File: src/rtl/apb_test_pkg.sv
// Shared definitions for the APB test completer: register offsets, FSM states,
// device identity default and the byte-lane merge helper.
package apb_test_pkg;

   localparam logic [31:0] DEVICE_ID_DEFAULT = 32'h4C55_4C5A;

   localparam logic [9:0] OFF_ID          = 10'h000;
   localparam logic [9:0] OFF_SCRATCH0    = 10'h004;
   localparam logic [9:0] OFF_SCRATCH1    = 10'h008;
   localparam logic [9:0] OFF_WAIT_CFG    = 10'h00C;
   localparam logic [9:0] OFF_XFER_COUNT  = 10'h010;
   localparam logic [9:0] OFF_ERR_COUNT   = 10'h014;
   localparam logic [9:0] OFF_CYCLE_COUNT = 10'h018;

   typedef enum logic [0:0] {
      ST_IDLE   = 1'b0,
      ST_ACCESS = 1'b1
   } apb_state_e;

   // Replace only the byte lanes whose strobe bit is set.
   function automatic logic [31:0] apply_strb(input logic [31:0] old_val,
                                              input logic [31:0] new_val,
                                              input logic [3:0]  strb);
      logic [31:0] res;
      for (int i = 0; i < 4; i++) begin
         res[8*i +: 8] = strb[i] ? new_val[8*i +: 8] : old_val[8*i +: 8];
      end
      return res;
   endfunction

endpackage

File: src/rtl/apb_test_completer.sv
// APB completer with scratch registers, programmable wait states and
// transfer/error/cycle counters, intended as a bus test target.
module apb_test_completer
   import apb_test_pkg::*;
#(
   parameter logic [31:0] DEVICE_ID    = DEVICE_ID_DEFAULT,
   parameter logic [3:0]  DEFAULT_WAIT = 4'd0
) (
   input  logic        pclk,
   input  logic        preset_n,
   input  logic        psel,
   input  logic        penable,
   input  logic        pwrite,
   input  logic [9:0]  paddr,
   input  logic [31:0] pwdata,
   input  logic [3:0]  pstrb,
   output logic [31:0] prdata,
   output logic        pready,
   output logic        pslverr
);

   apb_state_e  state_r, next_state_s;
   logic [3:0]  wait_cnt_r;
   logic [3:0]  wait_cfg_r;
   logic [31:0] scratch0_r, scratch1_r;
   logic [31:0] xfer_cnt_r, err_cnt_r, cycle_cnt_r;
   logic        pready_r, pslverr_r;
   logic [31:0] prdata_r;

   logic        setup_s, complete_s, abort_s, raise_s;
   logic [31:0] rd_data_s;
   logic        hit_s, ro_s, err_s;

   // Address decode: read mux plus error classification of the current access.
   always_comb begin
      rd_data_s = 32'h0000_0000;
      hit_s     = 1'b1;
      ro_s      = 1'b0;
      case (paddr)
         OFF_ID: begin
            rd_data_s = DEVICE_ID;
            ro_s      = 1'b1;
         end
         OFF_SCRATCH0:    rd_data_s = scratch0_r;
         OFF_SCRATCH1:    rd_data_s = scratch1_r;
         OFF_WAIT_CFG:    rd_data_s = {28'h000_0000, wait_cfg_r};
         OFF_XFER_COUNT: begin
            rd_data_s = xfer_cnt_r;
            ro_s      = 1'b1;
         end
         OFF_ERR_COUNT: begin
            rd_data_s = err_cnt_r;
            ro_s      = 1'b1;
         end
         OFF_CYCLE_COUNT: begin
            rd_data_s = cycle_cnt_r;
            ro_s      = 1'b1;
         end
         default:         hit_s = 1'b0;
      endcase
      err_s = ~hit_s | (ro_s & pwrite);
   end

   // Next-state logic and transfer event strobes.
   always_comb begin
      next_state_s = state_r;
      setup_s      = 1'b0;
      complete_s   = 1'b0;
      abort_s      = 1'b0;
      raise_s      = 1'b0;
      case (state_r)
         ST_IDLE: begin
            if (psel && !penable) begin
               next_state_s = ST_ACCESS;
               setup_s      = 1'b1;
               raise_s      = (wait_cfg_r == 4'd0);
            end else begin
               next_state_s = ST_IDLE;
            end
         end
         ST_ACCESS: begin
            if (!psel) begin
               next_state_s = ST_IDLE;
               abort_s      = 1'b1;
            end else if (penable && pready_r) begin
               next_state_s = ST_IDLE;
               complete_s   = 1'b1;
            end else begin
               next_state_s = ST_ACCESS;
               raise_s      = !pready_r && (wait_cnt_r == 4'd1);
            end
         end
         default: next_state_s = ST_IDLE;
      endcase
   end

   // FSM state register.
   always_ff @(posedge pclk) begin
      if (!preset_n) begin
         state_r <= ST_IDLE;
      end else begin
         state_r <= next_state_s;
      end
   end

   // Response, register file and counters; read data is frozen when pready rises.
   always_ff @(posedge pclk) begin
      if (!preset_n) begin
         wait_cnt_r  <= 4'd0;
         wait_cfg_r  <= DEFAULT_WAIT;
         scratch0_r  <= 32'h0000_0000;
         scratch1_r  <= 32'h0000_0000;
         xfer_cnt_r  <= 32'h0000_0000;
         err_cnt_r   <= 32'h0000_0000;
         cycle_cnt_r <= 32'h0000_0000;
         pready_r    <= 1'b0;
         pslverr_r   <= 1'b0;
         prdata_r    <= 32'h0000_0000;
      end else begin
         cycle_cnt_r <= cycle_cnt_r + 32'd1;
         if (setup_s) begin
            wait_cnt_r <= wait_cfg_r;
         end else if ((state_r == ST_ACCESS) && (wait_cnt_r != 4'd0)) begin
            wait_cnt_r <= wait_cnt_r - 4'd1;
         end
         if (raise_s) begin
            pready_r  <= 1'b1;
            pslverr_r <= err_s;
            prdata_r  <= (err_s || pwrite) ? 32'h0000_0000 : rd_data_s;
         end else if (complete_s || abort_s) begin
            pready_r  <= 1'b0;
            pslverr_r <= 1'b0;
            prdata_r  <= 32'h0000_0000;
         end
         if (complete_s) begin
            xfer_cnt_r <= xfer_cnt_r + 32'd1;
            if (pslverr_r && (err_cnt_r != 32'hFFFF_FFFF)) begin
               err_cnt_r <= err_cnt_r + 32'd1;
            end
            if (pwrite && !pslverr_r) begin
               case (paddr)
                  OFF_SCRATCH0: scratch0_r <= apply_strb(scratch0_r, pwdata, pstrb);
                  OFF_SCRATCH1: scratch1_r <= apply_strb(scratch1_r, pwdata, pstrb);
                  OFF_WAIT_CFG: begin
                     if (pstrb[0]) begin
                        wait_cfg_r <= pwdata[3:0];
                     end
                  end
                  default: ;
               endcase
            end
         end
      end
   end

   assign prdata  = prdata_r;
   assign pready  = pready_r;
   assign pslverr = pslverr_r;

endmodule

File: config.mk
export PLATFORM = sky130hd
export DESIGN_NAME = apb_test_completer
export DESIGN_NICKNAME = d
export VERILOG_FILES = /design/src/rtl/apb_test_pkg.sv /design/src/rtl/apb_test_completer.sv
export SDC_FILE = /design/constraint.sdc
export NUM_CORES = 1
export LEC_CHECK = 0
export CAP_MARGIN = 5
export CORE_AREA = 2 2 134 136
export CTS_CLUSTER_DIAMETER = 30
export DETAILED_ROUTE_END_ITERATION = 6
export DIE_AREA = 0 0 136 138
export HOLD_SLACK_MARGIN = 0.02
export PLACE_DENSITY = 0.87
export SLEW_MARGIN = 30
export SYNTH_ARGS = -nofsm -noshare
export SYNTH_HDL_FRONTEND = slang
export SYNTH_SLANG_ARGS = --single-unit
File: constraint.sdc
create_clock -name pclk -period 2.7 [get_ports pclk]
set_input_delay 0.54 -clock pclk [delete_from_list [all_inputs] [get_ports pclk]]
set_output_delay 0.54 -clock pclk [all_outputs]
set_load 0.01 [all_outputs]
==> results of run 1 <==
[layout make-up]
cell class / count / share of cell area [%]
clock inverters: 22 / 2.28
well taps: 229 / 2.32
repair buffers: 131 / 10.1
flip-flops and latches: 203 / 33.0
clock buffers: 48 / 8.52
multi-input cells: 881 / 43.1
inverters: 23 / 0.721
[state kept, by name, indices dropped and copies added, names as in the netlist]
register and cells:
cycle_cnt_r 32, err_cnt_r 32, prdata 32, pready 1
pslverr 1, scratch0_r 32, scratch1_r 32, state_r 1
wait_cfg_r 4, wait_cnt_r 4, xfer_cnt_r 32
[cells by family (layout without fill, tap and decap cells)]
group | Yosys count | after routing | share of synthesized area, %
AOI/OAI and AO/OA | 285 | 285 | 18.0
xor gates and xnor gates | 49 | 49 | 4.37
adders and majority gates | 6 | 6 | 0.765
buffers and inverters | 95 | 224 | 4.60
DFF | 203 | 203 | 41.4
muxes | 45 | 45 | 4.65
and+or+nand+nor | 496 | 496 | 26.2
[placed cells by master (no fill, tap or decap), types with 11 or more instances in the layout]
cell	instances
o31ai_1	13
and3_1	11
clkdlybuf4s50_1	81
or4_1	12
o22ai_1	15
o2bb2ai_1	17
nand3_1	37
a221oi_1	17
nor4_1	11
dfxtp_1	203
xnor2_1	16
a21oi_1	132
a22o_1	15
xor2_1	33
nor3_1	11
and4_1	19
nor2_1	79
clkbuf_16	39
and2_1	18
a22oi_1	16
nand4_1	33
inv_1	22
nand2b_1	14
o21ai_0	38
buf_4	42
or3_1	22
mux2i_1	40
nand2_1	195
[synthesized netlist by cell type (11+ instances only)]
library cell	number
nand2_1	195
o22ai_1	15
and3_1	11
inv_1	22
xnor2_1	16
nor4_1	11
and4_1	19
nand2b_1	14
a22oi_1	16
mux2i_1	40
nand3_1	37
dfxtp_1	203
o2bb2ai_1	17
a21oi_1	132
nand4_1	33
xor2_1	33
clkbuf_1	37
o31ai_1	14
a221oi_1	17
and2_1	18
nor2_1	79
or4_1	12
buf_2	14
or3_1	22
a22o_1	15
nor3_1	11
o21ai_0	38
[through the flow]
step	util (%)	cell area, µm²	TNS (ns)	worst slack [ns]
5_1_grt	70.3	12300	0	0.0918
3_5_place_dp	62.7	11000	-1.32	-0.115
4_1_cts	70.3	12300	0	0.301
3_3_place_gp	62.7	11000	-0.187	-0.0502
2_1_floorplan	-	9810	0	0.371
6_report	70.3	12300	0	0.293
[tightest hold or removal path, stage by stage (launching register included)]
cell	delay [ns]
dfxtp_1	0.30
nand2_1	0.05
a21oi_1	0.05
[worst paths after layout]
kind              slack, ns                  startpoint                          to  cells past startpoint
setup / recovery       0.29  err_cnt_r[15]$_SDFFE_PN0P_  err_cnt_r[13]$_SDFFE_PN0P_                      6
setup reg to reg       0.29  err_cnt_r[15]$_SDFFE_PN0P_  err_cnt_r[13]$_SDFFE_PN0P_                      6
hold reg to reg        0.45  scratch1_r[4]$_SDFFE_PN0P_  scratch1_r[4]$_SDFFE_PN0P_                      2
hold / removal         0.45  scratch1_r[4]$_SDFFE_PN0P_  scratch1_r[4]$_SDFFE_PN0P_                      2
[power groups by stage]
stage	combinational [mW]	sequential, mW	clock (mW)
after CTS	0.313	3.03	4.92
after global routing	0.337	3.02	5.07
after floorplan	0.154	3.08	0
after global placement	0.305	3.08	0
after detailed placement	0.307	3.08	0
final	0.320	3.03	4.93
[metal layers]
layer | vias up | wire, µm
met5 | - | 0
met4 | 0 | 1350
met3 | 126 | 3040
met2 | 600 | 14200
met1 | 4667 | 11800
li1 | 4453 | -
==> results.sh, run 1 <==
export IMPL_grtUsageMet3_pct=6.60
export IMPL_synth_area_per_cell_um2=8.32
export IMPL_die_w_um=136
export IMPL_crit_slowest_cell="o311ai_1"
export IMPL_grt_pass1_vias=9391
export IMPL_fillCellCount=1245
export IMPL_startpoint_type="register"
export IMPL_skew_ns=0.0232
export IMPL_ant_nets=0
export IMPL_globalRoute_busiestLayer="met2"
export IMPL_grt_pass1_wl_um=49200
export IMPL_num_rows=49
export IMPL_cts_root_buf="clkbuf_16"
export IMPL_vdd_drop_max_mv=0.691
export IMPL_n_antenna_cell=0
export IMPL_relSlewSlack_pct=51.4
export IMPL_die_area_um2=18800
export IMPL_crit_family="compound AO/OA/AOI/OAI gates"
export IMPL_yosysWarnings=0
export IMPL_post_cts_buffers=0
export IMPL_hp_class="register to register"
export IMPL_ioPinCount=85
export IMPL_power_frac_seq_pct=36.6
export IMPL_slew_viol_final=0
export IMPL_ys_seq_elements=203
export IMPL_critical_path_arrival_ns=2.80
export IMPL_firstDrtPassIters=6
export IMPL_clkTransAtPathRegs_ns=0.05
export IMPL_cp_max_fo=6
export IMPL_synth_area_leaders="dfxtp_1 (41%), nand2_1 (7.5%), a21oi_1 (6.7%)"
export IMPL_ys_seq_area_share_pct=41.4
export IMPL_seq_area_um2=4060
export IMPL_synth_top_cell_area_share_pct=41.4
export IMPL_final_cells=1537
export IMPL_fin_crit_ns=2.41
export IMPL_yosysUniqueCellTypes=65
export IMPL_cts_resized=0
export IMPL_cts_tree="built"
export IMPL_cellPowerDensity_nw_per_um2=671
export IMPL_fin_hold_ws_ns=0.449
export IMPL_synth_nets=1236
export IMPL_final_nets=1335
export IMPL_drv_cap=0
export IMPL_synth_cells=1179
export IMPL_routabilityCongestion=0.898
export IMPL_die_h_um=138
export IMPL_core_area_um2=17500
export IMPL_internal_power_mw=6.40
export IMPL_combPwrFrac_pct=3.9
export IMPL_ys_dominant_reg_cell="dfxtp_1"
export IMPL_p_leak_nw=4.20
export IMPL_setup_violations_final=0
export IMPL_finalPower_mw=8.27
export IMPL_port_buffers=84
export IMPL_gr_total_overflow=0
export IMPL_synth_edf_count=0
export IMPL_vias=9846
export IMPL_rsz0062_at_grt="false"
export IMPL_hpwl_um=19200
export IMPL_drive_gt1_share_pct=10.4
export IMPL_drtIter0Drc=1024
export IMPL_finalCritPeriodShare_pct=89.1
export IMPL_clk_latency_ns=0.53
export IMPL_wl_per_cell_um=19.8
export IMPL_dp_cells=1467
export IMPL_yosys_area_top_type="dfxtp_1"
export IMPL_crit_type="register to register"
export IMPL_cp_end_kind="register"
export IMPL_drc_errors=0
export IMPL_met2_usage_pct=51.4
export IMPL_cpPeakStageDelay_ns=0.71
export IMPL_grt_max_degree=83
export IMPL_cts_sinks=203
export IMPL_htreeDepth=2
export IMPL_wirelength_um=30400
export IMPL_max_freq_mhz=415
export IMPL_p_sw_share_pct=22.7
export IMPL_final_hold_violation_count=0
export IMPL_multi_input_area_um2=5310
export IMPL_cts_hold_buf=0
export IMPL_crit_buf_inv=1
export IMPL_critPathRequiredTime_ns=3.10
export IMPL_tightest_slew_ns=0.723
export IMPL_synthArstFlopShare_pct=0
export IMPL_pwr_share_clk_pct=59.6
export IMPL_antenna_found_initial=0
export IMPL_power_switching_mw=1.87
export IMPL_grtUsageTotal_pct=32.3
export IMPL_status="finished, final reports clean"
export IMPL_grt_use_met1_pct=42.0
export IMPL_areaGrowthSynthToFinish_pct=25.6
export IMPL_via_per_inst=6.41
export IMPL_cp_cell_sequence="and4_1 > nand4_1 > o311ai_1 > buf_4 > xor2_1 > nor2_1"
export IMPL_initial_utilization_pct=56.0
export IMPL_syn_area_um2=9810
export IMPL_cts_buffers=38
export IMPL_clock_path_buffers=3
Note: power is estimated with default switching activity, not from simulation.
==> run 2: changes to the inputs <==
--- a/config.mk
+++ b/config.mk
@@ -6,10 +6,10 @@
 export NUM_CORES = 1
 export LEC_CHECK = 0
 export CAP_MARGIN = 5
-export CORE_AREA = 2 2 134 136
+export CORE_AREA = 2 2 171 106
 export CTS_CLUSTER_DIAMETER = 30
 export DETAILED_ROUTE_END_ITERATION = 6
-export DIE_AREA = 0 0 136 138
+export DIE_AREA = 0 0 173 108
 export HOLD_SLACK_MARGIN = 0.02
 export PLACE_DENSITY = 0.87
 export SLEW_MARGIN = 30
==> run 2 against run 1 <==
- total power fell by 13%
- register-to-register slack got worse by 0.03 ns
- clock-buffer cell count fell by 16
- die area fell by 0.45%
- highest routed layer unchanged
==> results.sh, run 2 (synthesis gave the netlist of run 1 again) <==
export IMPL_place_area_um2=11100
export IMPL_cp_cell_sequence="ha_1 > and3_1 > nand4_2 > o31ai_4 > buf_12 > nor4_1 > o21bai_1"
export IMPL_crit_type="register to register"
export IMPL_relSlewSlack_pct=44.0
export IMPL_worstHoldStart="scratch0_r[0]$_SDFFE_PN0P_"
export IMPL_firstDrtPassIters=5
export IMPL_reg2reg_slack_ns=0.26
export IMPL_postLayoutCellArea_um2=12200
export IMPL_die_area_um2=18700
export IMPL_combPwrFrac_pct=4.6
export IMPL_cp_end_kind="register"
export IMPL_pwr_share_clk_pct=53.6
export IMPL_cts_resized=0
export IMPL_final_hold_violation_count=0
export IMPL_fin_crit_ns=2.44
export IMPL_grt_pass1_wl_um=46600
export IMPL_core_area_um2=16900
export IMPL_drc_errors=0
export IMPL_clock_path_buffers=3
export IMPL_skew_ns=0.0156
export IMPL_critical_path_arrival_ns=2.86
export IMPL_layout_commonest_cell="dfxtp_1"
export IMPL_post_cts_buffers=0
export IMPL_gr_total_overflow=0
export IMPL_grt_max_degree=84
export IMPL_grtUsageTotal_pct=31.3
export IMPL_internal_power_mw=5.41
export IMPL_drive_gt1_share_pct=10.4
export IMPL_startpoint_type="register"
export IMPL_areaGrowthSynthToFinish_pct=24.0
export IMPL_htreeDepth=1
export IMPL_hpwl_um=20900
export IMPL_initial_utilization_pct=57.9
export IMPL_cts_root_buf="clkbuf_16"
export IMPL_utilization_pct=71.8
export IMPL_reg2regPathDepth=7
export IMPL_layout_common_cells="dfxtp_1 (203), nand2_1 (195), a21oi_1 (132)"
export IMPL_cts_sinks=203
export IMPL_ioPinCount=85
export IMPL_tightest_slew_ns=0.840
export IMPL_r2r_start="err_cnt_r[0]$_SDFFE_PN0P_"
export IMPL_vias=9571
export IMPL_drt_met1_wl_um=12700
export IMPL_routabilityCongestion=0.938
export IMPL_crit_slowest_cell="o31ai_4"
export IMPL_cts_hold_buf=0
export IMPL_clkTransAtPathRegs_ns=0.06
export IMPL_vdd_drop_max_mv=0.583
export IMPL_drv_cap=0
export IMPL_die_w_um=173
export IMPL_status="finished, final reports clean"
export IMPL_hold_end="scratch0_r[0]$_SDFFE_PN0P_"
export IMPL_critPathRequiredTime_ns=3.13
export IMPL_via_per_inst=6.21
export IMPL_finalCritPeriodShare_pct=90.3
export IMPL_cts_tree="built"
export IMPL_wirelength_um=29800
export IMPL_clk_latency_ns=0.55
export IMPL_cellPowerDensity_nw_per_um2=594
export IMPL_hp_class="register to register"
export IMPL_grt_pass1_vias=8729
export IMPL_rsz0062_at_grt="false"
export IMPL_top_layer="met4"
export IMPL_wl_met3_um=4080
export IMPL_slew_viol_final=0
export IMPL_finalSetupTns_ns=0
export IMPL_cpPeakStageDelay_ns=0.79
export IMPL_met2_length_um=12300
export IMPL_power_frac_seq_pct=41.8
export IMPL_drtIter0Drc=1102
export IMPL_port_buffers=84
export IMPL_reg2reg_to="err_cnt_r[7]$_SDFFE_PN0P_"
export IMPL_antenna_found_initial=2
export IMPL_final_nets=1338
export IMPL_setup_violations_final=0
export IMPL_cp_max_fo=19
export IMPL_power_switching_mw=1.81
export IMPL_num_rows=37
export IMPL_cts_buffers=31
export IMPL_wl_per_cell_um=19.3
export IMPL_die_h_um=108
export IMPL_max_freq_mhz=410
export IMPL_holdPathStages=2
export IMPL_p_leak_nw=4.13
export IMPL_p_sw_share_pct=25.1
export IMPL_fillCellCount=1234
export IMPL_ant_nets=0
-- run 2: cell type report --
cell class              instances  area (µm²)  area share, %
diodes                          2        5.00         0.0411
clock buffers                  32         779           6.41
clock inverters                24         239           1.96
inverters                      23        88.8          0.730
multi-input cells             881        5310           43.7
flip-flops and latches        203        4060           33.4
well taps                     234         293           2.41
repair buffers                141        1380           11.4
-- run 2: layer usage --
| layer | up-vias | global-route usage [%] |
|---|---|---|
| li1 | 4463 | - |
| met1 | 4492 | 44.1 |
| met2 | 546 | 45.4 |
| met3 | 70 | 10.9 |
| met4 | 0 | 8.47 |
| met5 | - | 0 |
-- run 2: worst max-delay path: cells and delay by family, from the launching register on --
kind	cells	cell delay (ns)
buf+inv	1	0.23
flops	1	0.42
simple gates	3	0.50
compound gates	2	0.96
fa+ha+maj	1	0.22
-- run 2: worst max path at each step --
| stage | startpoint | to | slack [ns] | cells past startpoint |
|---|---|---|---|---|
| 6_report | err_cnt_r[0]$_SDFFE_PN0P_ | err_cnt_r[7]$_SDFFE_PN0P_ | 0.26 | 7 |
| 5_1_grt | err_cnt_r[0]$_SDFFE_PN0P_ | err_cnt_r[2]$_SDFFE_PN0P_ | 0.18 | 7 |
| 4_1_cts | err_cnt_r[0]$_SDFFE_PN0P_ | err_cnt_r[8]$_SDFFE_PN0P_ | 0.35 | 7 |
| 3_5_place_dp | paddr[7] | wait_cfg_r[0]$_SDFFE_PN0P_ | -0.18 | 6 |
| 3_3_place_gp | paddr[7] | wait_cfg_r[3]$_SDFFE_PN0P_ | -0.11 | 6 |
| 2_1_floorplan | paddr[7] | wait_cfg_r[0]$_SDFFE_PN0P_ | 0.37 | 5 |
-- run 2: power groups by stage --
stage / clock (mW) / combinational [mW] / sequential (mW)
3_3_place_gp: 0 / 0.314 / 3.08
2_1_floorplan: 0 / 0.154 / 3.08
6_report: 3.87 / 0.331 / 3.02
4_1_cts: 3.89 / 0.322 / 3.02
5_1_grt: 4.04 / 0.347 / 3.02
3_5_place_dp: 0 / 0.320 / 3.08
-- run 2: through the flow --
step | power, mW | setup slack, ns | hold slack, ns | instances
floorplan | 3.23 | 0.371 | 0.427 | 1179
global placement | 3.40 | -0.113 | 0.438 | 1482
detailed placement | 3.40 | -0.175 | 0.446 | 1482
CTS | 7.23 | 0.351 | 0.453 | 1538
global route | 7.41 | 0.182 | 0.463 | 1539
finish | 7.22 | 0.263 | 0.452 | 1540
